`config.mk`:
```
export PLATFORM = sky130hd
export DESIGN_NAME = uart_receive
export DESIGN_NICKNAME = d
export VERILOG_FILES = /design/src/rtl/uart_receive.sv
export SDC_FILE = /design/constraint.sdc
export NUM_CORES = 1
export LEC_CHECK = 0
export BUFFER_PORTS_ARGS = -buffer_cell sky130_fd_sc_hd__buf_2
export CAP_MARGIN = 20
export CORE_ASPECT_RATIO = 0.9
export CORE_MARGIN = 4
export CORE_UTILIZATION = 56
export CTS_BUF_LIST = sky130_fd_sc_hd__clkbuf_4
export CTS_CLUSTER_DIAMETER = 100
export DETAILED_ROUTE_END_ITERATION = 12
export GPL_TIMING_DRIVEN = 0
export PLACE_DENSITY = 0.78
export SYNTH_ARGS = -nofsm -noshare
export SYNTH_HDL_FRONTEND = slang
export SYNTH_SLANG_ARGS = --single-unit
```
`constraint.sdc`:
```
create_clock -name clk -period 1.7 [get_ports clk]
set_input_delay 0.255 -clock clk [delete_from_list [all_inputs] [get_ports clk]]
set_output_delay 0.255 -clock clk [all_outputs]
set_load 0.02 [all_outputs]
```
`src/rtl/uart_receive.sv`:
```
// uart_receive: 8N1 serial receiver. The line is synchronized, the start bit is
// qualified at its midpoint, and every following bit is sampled one bit period later.
// A byte is published on data with a one-cycle valid pulse when its stop bit is high.
// A low stop bit gives a one-cycle frame_err pulse instead.
module uart_receive #(
    parameter int CLKS_PER_BIT = 5208
) (
    input  logic       clk,
    input  logic       rst,
    input  logic       rx,
    output logic [7:0] data,
    output logic       valid,
    output logic       frame_err,
    output logic       busy
);

    localparam int CW = (CLKS_PER_BIT > 1) ? $clog2(CLKS_PER_BIT) : 1;
    localparam logic [CW-1:0] BIT_LAST  = CW'(CLKS_PER_BIT - 1);
    localparam logic [CW-1:0] HALF_LAST = CW'(CLKS_PER_BIT / 2 - 1);
    localparam logic [CW-1:0] CNT_ONE   = CW'(1);

    typedef enum logic [1:0] {
        IDLE  = 2'd0,
        START = 2'd1,
        DATA  = 2'd2,
        STOP  = 2'd3
    } state_t;

    state_t        state;
    logic [CW-1:0] clk_cnt;
    logic [2:0]    bit_index;
    logic [7:0]    shift_reg;
    logic          rx_meta;
    logic          rx_s;
    logic          rearm_wait;

    // Two-flop synchronizer; resets to the idle-high line level.
    always_ff @(posedge clk or posedge rst) begin
        if (rst) begin
            rx_meta <= 1'b1;
            rx_s    <= 1'b1;
        end else begin
            rx_meta <= rx;
            rx_s    <= rx_meta;
        end
    end

    // Receive FSM: counters, shift register and the registered data/valid/frame_err outputs.
    // rearm_wait holds the FSM in IDLE after a framing error until the line has been high,
    // so a stuck-low line (break) produces only one frame_err.
    always_ff @(posedge clk or posedge rst) begin
        if (rst) begin
            state      <= IDLE;
            clk_cnt    <= '0;
            bit_index  <= '0;
            shift_reg  <= '0;
            data       <= 8'h00;
            valid      <= 1'b0;
            frame_err  <= 1'b0;
            rearm_wait <= 1'b0;
        end else begin
            valid     <= 1'b0;
            frame_err <= 1'b0;
            case (state)
                IDLE: begin
                    clk_cnt   <= '0;
                    bit_index <= '0;
                    if (rx_s) begin
                        rearm_wait <= 1'b0;
                    end else if (!rearm_wait) begin
                        state <= START;
                    end
                end
                START: begin
                    if (clk_cnt == HALF_LAST) begin
                        clk_cnt <= '0;
                        state   <= rx_s ? IDLE : DATA;
                    end else begin
                        clk_cnt <= clk_cnt + CNT_ONE;
                    end
                end
                DATA: begin
                    if (clk_cnt == BIT_LAST) begin
                        clk_cnt              <= '0;
                        shift_reg[bit_index] <= rx_s;
                        bit_index            <= bit_index + 3'd1;
                        if (bit_index == 3'd7) begin
                            state <= STOP;
                        end
                    end else begin
                        clk_cnt <= clk_cnt + CNT_ONE;
                    end
                end
                STOP: begin
                    if (clk_cnt == BIT_LAST) begin
                        clk_cnt <= '0;
                        state   <= IDLE;
                        if (rx_s) begin
                            data  <= shift_reg;
                            valid <= 1'b1;
                        end else begin
                            frame_err  <= 1'b1;
                            rearm_wait <= 1'b1;
                        end
                    end else begin
                        clk_cnt <= clk_cnt + CNT_ONE;
                    end
                end
                default: begin
                    state <= IDLE;
                end
            endcase
        end
    end

    assign busy = (state != IDLE);

endmodule

```
==> qor.csv, run 1 <==
stage,metric,value,unit
status,status,"finished, violations left",
status,failing checks,setup timing,
timing,final setup skew,0.0146,ns
finish,max FFs per register,13,
finish,Finished Core Util,0.731,
synthesis,Async SR Flop Fraction,1.00,
flow_run,Max-cap violations,0,
timing,final hold violation count,0,
global_routing,grt ovf,0,
synthesis,syn nets,176,
setup_path,Critical Path Source Type,flop,
finish,P&R area growth vs syn,20.5,%
pwr,sequential power share,0.576,
finish,nets,211,
finish,layout cell share with drive strength beyond 1,0.369,
global_routing,first-pass GRT wire length,7.08,mm
placed_design,GP Congestion,0.871,
clocking,later-pin clock latency in the skew report,0.36,ns
routing,DR iter-0 viols,130,
synthesis,sequential cell area fraction in the yosys report,0.510,
routing,DR vias/cell,5.75,
clocking,H-tree Lvls,2,
timing,final hold slack,0.00453,ns
synthesis,number of enable flip-flop cells after synthesis,0,
routing,drt pass-1 iters,4,
die,Core ar.,0.00316,mm2
setup_path,Max Fanout on Critical Path,6,
timing,final setup vio count,10,
setup_path,critical path class,reg2reg,
timing,Least-Margin Pin Slew,0.748,ns
die,# rows,19,
die,Chip Width,69.7,um
placed_design,Post-DP Area,0.00207,mm2
synthesis,Synth Register Bits,39,
timing,post-layout minimum cycle time,1.77,ns
synthesis,prevailing post-synth register cell,dfrtp_1,
placed_design,dpl ws,-0.191,ns
finish,"commonest non-fill, non-tap cell in the layout",dfrtp_1,
clocking,CTS max path bufs,2,
timing,achievable frequency,0.566,GHz
worst_hold_path,worst hold path class,in2async,
synthesis,Syn Area/Cell,11.3,um2
global_routing,global router's overall resource usage,0.203,
pwr,switching fraction of total power,0.221,
timing,RSZ-0062 raised after global routing,true,
die,Die ar.,0.00442,mm2
finish,design area,0.00231,mm2
die,initial core utilization,0.606,
synthesis,Yosys cell types,42,
routing,number of remaining DRC errors,0,
synthesis,Cells after Synth,170,
timing,post-route setup slack,-0.0660,ns
clocking,clock tree sinks,39,
placed_design,HPWL after DPL,2.65,mm
placed_design,IO buf count,13,
timing,Final Max Slew Viols,0,
pwr,maximum VDD drop,600,uV
clocking,root buf cell,clkbuf_4,
routing,final WL,3.97,mm
synthesis,Mapped Area,0.00192,mm2
clocking,CTS tree,yes,
setup_path,Worst Path Required,1.96,ns
pwr,combinational cell fraction of total power,0.023,
routing,Vias,1427,
synthesis,Yosys Warn Count,0,
global_routing,initial antenna violation count,0,
pwr,power share of the clock group,0.400,
pwr,Pleak,0.00107,uW
global_routing,largest net degree at the start of global routing,24,
pwr,Pwr per Cell Area,700,mW/mm2
finish,most frequent cells in the layout,"dfrtp_1 (34), nor2_1 (20), buf_4 (16), buf_2 (15), nand2_1 (12)",
global_routing,vias in the first global route,1481,
die,Die H,63.5,um
synthesis,Synth top area share,0.483,
synthesis,"area leader, netlist",dfrtp_1,
pwr,Net Switching,357,uW
routing,Avg WL per Cell,16.0,um
finish,ant diodes,0,
timing,relative max-transition margin,0.501,
die,Ports,14,
pwr,Pint,1260,uW
clocking,"Clk pin slew, worst setup/hold paths",0.13,ns
setup_path,Crit path arrival time,2.02,ns
setup_path,CP endpoint kind,flop,
synthesis,dominant cells by area after synthesis,"dfrtp_1 (48%), mux2_2 (7.6%), xnor2_1 (4.1%), nor2_1 (3.9%), dfstp_2 (2.7%)",
routing,number of routed nets with antenna violations,0,
timing,period utilisation layout,1.04,
clocking,CTS Buf Count,5,
[power groups by stage]
stage          combinational, uW  sequential, uW  clock (uW)
2_1_floorplan               20.4             950           0
3_3_place_gp                28.0             950           0
3_5_place_dp                37.6             950           0
4_1_cts                     39.4             932         659
5_1_grt                     44.3             933         709
6_report                    37.8             932         647
[routing by layer]
metal / share of wire / vias up / global-route usage
li1: - / 671 / -
met1: 0.46 / 698 / 0.267
met2: 0.47 / 47 / 0.313
met3: 0.046 / 11 / 0.0509
met4: 0.022 / 0 / 0.0981
met5: 0 / - / 0
[critical path: stages (launching register included)]
cell and delay [ns]:
dfrtp_2 0.41, ha_4 0.16, and4bb_4 0.28, nand4_4 0.17, nor4_2 0.30, mux2_1 0.35
[through the flow]
step / setup TNS, ns / std cells / power (uW)
after floorplan: -0.0473 / 170 / 970
after global placement: -1.96 / 225 / 978
after detailed placement: -3.40 / 226 / 988
after CTS: -0.322 / 247 / 1630
after global routing: -2.32 / 248 / 1690
final: -0.423 / 248 / 1620
[path summary, 6_finish.rpt]
| kind | slack (ns) | cells after the start | from | to |
|---|---|---|---|---|
| setup / recovery | -0.07 | 5 | clk_cnt[0] | shift_reg[3] |
| hold / removal | 0.005 | 2 | rst | data[4] |
| setup reg to reg | -0.07 | 5 | clk_cnt[0] | shift_reg[3] |
| hold reg to reg | 0.37 | 0 | rx_meta | rx_s |
| max in group asynchronous | 1.07 | 3 | rst | rx_meta |
| min in group clk | 0.37 | 0 | rx_meta | rx_s |
[timing repair]
| item | 4_1_cts | 5_1_grt |
|---|---|---|
| endpoints found under the hold margin | 1 | 0 |
| pin swaps | 7 | 1 |
| setup buffers | 13 | 1 |
| gates resized for setup | 7 | 5 |
| hold buffers | 1 | 0 |
| endpoints found under the setup margin | 25 | 25 |
[synthesized netlist by cell type, types with 3 or more instances]
cell type and instances:
nor3_1 6, nand4_1 4, ha_1 3, nand3_1 9, buf_2 3, inv_1 6
xnor2_1 9, nand2_1 12, nor4_1 4, nor2_1 20, o21ai_0 4, dfrtp_1 37
mux2_2 13
[cells by family after synthesis]
logic type               synth area share
multiplexers                       0.0933
XOR/XNOR                           0.0503
adder cells (fa/ha/maj)            0.0196
AO/OA/AOI/OAI                      0.0437
AND/OR/NAND/NOR                     0.245
buffers and inverters              0.0372
flip-flops                          0.510
[layout make-up]
class | count | area (um2)
Sequential cell | 39 | 982
Tap cell | 42 | 52.6
Clock inverter | 3 | 47.5
Inverter | 6 | 22.5
Buffer | 7 | 47.5
Fill cell | 204 | 852
Multi-Input combinational cell | 117 | 908
Clock buffer | 5 | 37.5
Timing Repair Buffer | 29 | 211
No activity file was read; power rests on OpenSTA's default activity.
==> inputs of run 2 (changes only) <==
CTS_BUF_LIST = sky130_fd_sc_hd__clkbuf_8   (was sky130_fd_sc_hd__clkbuf_4)
==> qor.csv, run 2 (synthesis results as in run 1) <==
stage,metric,value,unit,change
status,status,"finished, violations left",,
status,failing checks,setup timing,,
setup_path,Critical R2R Capture,shift_reg[7],,
timing,final setup skew,0.0117,ns,-0.00289 ns
setup_path,Worst Path Required,1.89,ns,-0.07 ns
global_routing,initial antenna violation count,0,,unchanged
setup_path,CP max stage cell,dfrtp_2,,
setup_path,crit-path max cell delay,0.39,ns,-0.02 ns
setup_path,Critical Path Source Type,flop,,
timing,Least-Margin Pin Slew,0.768,ns,+0.0201 ns
clocking,clock tree sinks,39,,unchanged
setup_path,Critical Path Start,clk_cnt[1],,
die,Die ar.,0.00442,mm2,unchanged
die,Die H,63.5,um,unchanged
setup_path,Crit path arrival time,1.98,ns,-0.04 ns
die,Chip Width,69.7,um,unchanged
setup_path,cell family with most CP delay,simple AND/OR/NAND/NOR gates,,
pwr,Pwr per Cell Area,734,mW/mm2,+4.9%
worst_hold_path,Hold Path Stages,1,,
routing,Vias,1514,,+6.1%
die,Core ar.,0.00316,mm2,unchanged
routing,Avg WL per Cell,19.0,um,+19%
clocking,H-tree Lvls,2,,unchanged
clocking,CTS tree,yes,,
setup_path,critical path class,reg2reg,,
die,# rows,19,,unchanged
setup_path,CP cell instances,ha_4 -> and4bb_4 -> nand4_4 -> nor3_1 -> mux2_2,,
die,Ports,14,,unchanged
die,initial core utilization,0.606,,unchanged
finish,most frequent cells in the layout,"dfrtp_1 (34), nor2_1 (20), buf_2 (18), buf_4 (15), nand2_1 (12)",,
timing,Final Max Slew Viols,0,,unchanged
pwr,maximum VDD drop,695,uV,+16%
global_routing,first-pass GRT wire length,7.31,mm,+3.3%
setup_path,Reg2Reg Depth,5,,unchanged
setup_path,CP endpoint kind,flop,,
flow_run,Max-cap violations,0,,unchanged
clocking,Hold Buf Count CTS,0,,-1
global_routing,largest net degree at the start of global routing,24,,unchanged
global_routing,grt ovf,0,,unchanged
timing,achievable frequency,0.560,GHz,-1.1%
clocking,later-pin clock latency in the skew report,0.30,ns,-0.06 ns
finish,layout cell share with drive strength beyond 1,0.390,,+0.0215
routing,drt pass-1 iters,4,,unchanged
timing,period utilisation layout,1.05,,+0.0111
setup_path,Worst R2R Start,clk_cnt[1],,
worst_hold_path,worst hold path class,in2reg,,
placed_design,IO buf count,13,,unchanged
clocking,CTS max path bufs,2,,unchanged
global_routing,global router's overall resource usage,0.208,,+0.00523
global_routing,vias in the first global route,1540,,+4.0%
routing,DR iter-0 viols,125,,-3.8%
setup_path,Stages on worst setup path,5,,unchanged
timing,final hold slack,0.0430,ns,+0.0385 ns
routing,number of routed nets with antenna violations,0,,unchanged
timing,post-route setup slack,-0.0848,ns,-0.0188 ns
setup_path,flop2flop setup slack,-0.08,ns,-0.02 ns
timing,relative max-transition margin,0.487,,-0.0134
timing,final hold violation count,0,,unchanged
routing,DR vias/cell,6.01,,+4.4%
setup_path,Setup crit end,shift_reg[7],,
timing,post-layout minimum cycle time,1.78,ns,+0.0188 ns
setup_path,Max Fanout on Critical Path,6,,unchanged
pwr,Pleak,0.00111,uW,+3.4%
finish,fill count,184,,-9.8%
finish,"commonest non-fill, non-tap cell in the layout",dfrtp_1,,
routing,final WL,4.78,mm,+20%
timing,RSZ-0062 raised after global routing,true,,
timing,final setup vio count,12,,+2
finish,Finished Core Util,0.763,,+0.0321
placed_design,HPWL after DPL,2.65,mm,unchanged
routing,number of remaining DRC errors,0,,unchanged
finish,nets,215,,+1.9%
clocking,"Clk pin slew, worst setup/hold paths",0.08,ns,-0.05 ns
finish,max FFs per register,13,,unchanged
placed_design,GP Congestion,0.871,,unchanged
finish,P&R area growth vs syn,25.8,%,
clocking,root buf cell,clkbuf_8,,
setup_path,Worst Path Buf+Inv,0,,unchanged
clocking,CTS Buf Count,5,,unchanged
finish,ant diodes,0,,unchanged
## run 2: changes by cell type in the layout (fill, tap and decap cells not counted), moves of 3 or more
cell      delta
clkbuf_8     +5
buf_6        +3
mux2_4       +8
clkbuf_4     -5
buf_2        +3
mux2_2       -7
## run 2: worst min-delay path by stage
stage,from,to,slack (ns)
2_1_floorplan,rx,rx_meta,0.26
3_3_place_gp,rx_meta,rx_s,0.35
3_5_place_dp,rx_meta,rx_s,0.35
4_1_cts,rx,rx_meta,0.04
5_1_grt,rx,rx_meta,0.04
6_report,rx,rx_meta,0.04
## run 2: metrics by stage
stage	cells	power, uW	TNS [ns]	cell area [um2]	setup slack, ns
after CTS	247	1770	-0.213	2320	-0.0379
after global placement	225	978	-1.96	2050	-0.145
final	252	1770	-0.695	2410	-0.0848
after floorplan	170	970	-0.0473	1930	-0.0235
after global routing	252	1820	-3.02	2410	-0.170
after detailed placement	226	988	-3.40	2070	-0.191
## run 2: layer usage
layer,part of all wire,track usage,vias to the layer above
met5,0,0,-
met4,0.026,0.0789,0
met3,0.051,0.0652,16
met2,0.51,0.329,60
met1,0.42,0.268,761
li1,-,-,677
## run 2: timing repair
| action | CTS | global route |
|---|---|---|
| resized for setup | 9 | 15 |
| endpoints found under the setup margin | 26 | 27 |
| pin swaps | 8 | 5 |
| setup buffers | 13 | 4 |
| gates cloned | 0 | 1 |
## run 2: worst reg2reg max path: cells and delay by family, from the launching register on
kind,cells,cell delay [ns]
simple gates,3,0.76
flops,1,0.39
fa+ha+maj,1,0.15
mux,1,0.37
## run 2: area by class of cell
type                       instances  area (um2)  area share
inverter                           6        22.5     0.00934
sequential                        39         982       0.407
tap                               42        52.6      0.0218
clock inverter                     3        47.5      0.0197
timing repair buffer              32         236      0.0981
buffer                             8        53.8      0.0223
clock buffer                       5        68.8      0.0285
multi-input combinational        117         947       0.393
## run 2: power breakdown
part,internal (uW),switching (uW),leakage [uW]
registers,931,0.804,0.000518
logic,10.4,26.7,0.000531
clock network,445,357,0.0000587
==> inputs of run 3 (changes only) <==
--- a/config.mk
+++ b/config.mk
@@ -12,5 +12,5 @@
 export CORE_UTILIZATION = 56
 export CTS_BUF_LIST = sky130_fd_sc_hd__clkbuf_8
-export CTS_CLUSTER_DIAMETER = 100
+export CTS_CLUSTER_DIAMETER = 200
 export DETAILED_ROUTE_END_ITERATION = 12
 export GPL_TIMING_DRIVEN = 0
==> constraint.sdc (replaced) <==
create_clock -name clk -period 1.7 [get_ports clk]
set_input_delay 0.255 -clock clk [delete_from_list [all_inputs] [get_ports clk]]
set_output_delay 0.255 -clock clk [all_outputs]
set_load 0.005 [all_outputs]
==> qor.csv, run 3 (synthesis results as in run 1) <==
stage,metric,value,unit,change
setup_path,Reg2Reg Depth,5,,unchanged
die,Die ar.,0.00442,mm2,unchanged
placed_design,HPWL after DPL,2.65,mm,unchanged
clocking,clock tree sinks,39,,unchanged
global_routing,grt ovf,0,,unchanged
setup_path,Critical Path Start,clk_cnt[1],,
die,initial core utilization,0.606,,unchanged
timing,post-route setup slack,-0.0794,ns,+0.00542 ns
clocking,CTS max path bufs,2,,unchanged
finish,fill count,184,,unchanged
routing,final WL,4.78,mm,about the same
setup_path,flop2flop setup slack,-0.08,ns,about the same
clocking,"Clk pin slew, worst setup/hold paths",0.08,ns,about the same
die,Chip Width,69.7,um,unchanged
clocking,H-tree Lvls,2,,unchanged
global_routing,most crowded layer after global routing,met2,,
worst_hold_path,sink of the worst hold path,rx_meta,,
routing,Vias,1539,,+1.7%
setup_path,Worst Path Required,1.89,ns,about the same
global_routing,global router's overall resource usage,0.208,,unchanged
setup_path,Critical R2R Capture,shift_reg[7],,
global_routing,GRT met1 Usage,0.268,,unchanged
timing,Least-Margin Pin Slew,0.765,ns,-0.00346 ns
die,Die H,63.5,um,unchanged
pwr,Pleak,0.00111,uW,+0.13%
finish,P&R area growth vs syn,25.8,%,unchanged
clocking,Hold Buf Count CTS,0,,unchanged
worst_hold_path,Hold Path Stages,1,,unchanged
finish,layout cell share with drive strength beyond 1,0.390,,unchanged
placed_design,GP Congestion,0.871,,unchanged
placed_design,Inst Count DP,226,,unchanged
routing,Avg WL per Cell,19.0,um,about the same
setup_path,critical path class,reg2reg,,
worst_hold_path,worst hold start,rx,,
placed_design,IO buf count,13,,unchanged
global_routing,vias in the first global route,1540,,unchanged
pwr,Pwr per Cell Area,734,mW/mm2,about the same
setup_path,Critical Path Source Type,flop,,
clocking,CTS tree,yes,,
timing,RSZ-0062 raised after global routing,true,,
finish,"non-filler cells, final",252,,unchanged
status,status,"finished, violations left",,
setup_path,CP endpoint kind,flop,,
global_routing,grt met2 use,0.329,,unchanged
timing,final hold violation count,0,,unchanged
timing,Final Max Slew Viols,0,,unchanged
timing,post-layout minimum cycle time,1.78,ns,-0.00542 ns
routing,DR vias/cell,6.11,,+1.7%
routing,number of remaining DRC errors,0,,unchanged
timing,achievable frequency,0.562,GHz,+0.30%
finish,ant diodes,0,,unchanged
routing,drt pass-1 iters,4,,unchanged
global_routing,first-pass GRT wire length,7.31,mm,unchanged
global_routing,initial antenna violation count,0,,unchanged
setup_path,Worst R2R Start,clk_cnt[1],,
status,failing checks,setup timing,,
clocking,CTS Buf Count,5,,unchanged
finish,design area,0.00241,mm2,unchanged
global_routing,GR Util met3,0.0652,,unchanged
worst_hold_path,worst hold path class,in2reg,,
finish,nets,215,,unchanged
timing,final setup skew,0.0112,ns,-0.000493 ns
finish,"commonest non-fill, non-tap cell in the layout",dfrtp_1,,
placed_design,Post-DP Area,0.00207,mm2,unchanged
global_routing,largest net degree at the start of global routing,24,,unchanged
finish,max FFs per register,13,,unchanged
clocking,later-pin clock latency in the skew report,0.30,ns,about the same
die,# rows,19,,unchanged
routing,DR iter-0 viols,124,,-0.80%
timing,final setup vio count,15,,+3
finish,most frequent cells in the layout,"dfrtp_1 (34), nor2_1 (20), buf_2 (17), buf_4 (15), nand2_1 (12)",,
timing,relative max-transition margin,0.490,,+0.00231
die,Core ar.,0.00316,mm2,unchanged
die,Ports,14,,unchanged
setup_path,Crit path arrival time,1.97,ns,about the same
flow_run,Max-cap violations,0,,unchanged
pwr,maximum VDD drop,695,uV,about the same
setup_path,Max Fanout on Critical Path,6,,unchanged
clocking,root buf cell,clkbuf_8,,
timing,period utilisation layout,1.05,,-0.00319
routing,number of routed nets with antenna violations,0,,unchanged
==> run 3: changes by cell type in the layout (fill, tap and decap cells not counted), sizes merged <==
cell and change:
buf -1, clkbuf +1
==> run 3: per-layer routing <==
layer | share of wire | vias up
li1 | - | 680
met1 | 0.42 | 764
met5 | 0 | -
met2 | 0.50 | 74
met4 | 0.029 | 0
met3 | 0.051 | 21
==> run 3: critical path, stage by stage (launching register included) <==
cell and delay (ns):
dfrtp_2 0.39, ha_4 0.15, and4bb_4 0.26, nand4_4 0.21
nor3_1 0.28, mux2_2 0.37
==> run 3: power breakdown <==
group          total (uW)  switching [uW]  internal, uW
clock                 801             356           445
sequential            932           0.818           931
combinational        37.1            26.7          10.4
total                1770             384          1390
==> run 3: what timing repair did <==
item,in CTS,in global routing
buffers inserted,13,4
pin swaps,8,5
endpoints found under the setup margin,25,27
resized for setup,8,16
gates cloned,0,1
==> run 3: cell type report <==
type                       instances  area [um2]  share of cell area
buffer                             8        53.8              0.0223
sequential                        39         982               0.407
clock buffer                       5        68.8              0.0285
tap                               42        52.6              0.0218
multi-input combinational        117         947               0.393
timing repair buffer              32         236              0.0981
clock inverter                     3        47.5              0.0197
inverter                           6        22.5             0.00934
==> run 3: worst max-delay path by stage <==
stage | endpoint | slack [ns] | cells past startpoint
5_1_grt | shift_reg[7] | -0.17 | 5
3_3_place_gp | shift_reg[1] | -0.15 | 5
3_5_place_dp | shift_reg[3] | -0.19 | 5
2_1_floorplan | shift_reg[3] | -0.02 | 5
4_1_cts | shift_reg[5] | -0.04 | 5
6_report | shift_reg[7] | -0.08 | 5
==> run 3: per-stage QoR <==
step | total power (uW) | utilization | hold slack, ns | setup slack (ns) | setup TNS, ns
2_1_floorplan | 970 | - | 0.259 | -0.0235 | -0.0473
3_3_place_gp | 978 | 0.647 | 0.347 | -0.145 | -1.96
3_5_place_dp | 988 | 0.656 | 0.352 | -0.191 | -3.40
4_1_cts | 1770 | 0.733 | 0.0439 | -0.0379 | -0.213
5_1_grt | 1820 | 0.763 | 0.0386 | -0.170 | -3.02
6_report | 1770 | 0.763 | 0.0452 | -0.0794 | -0.677
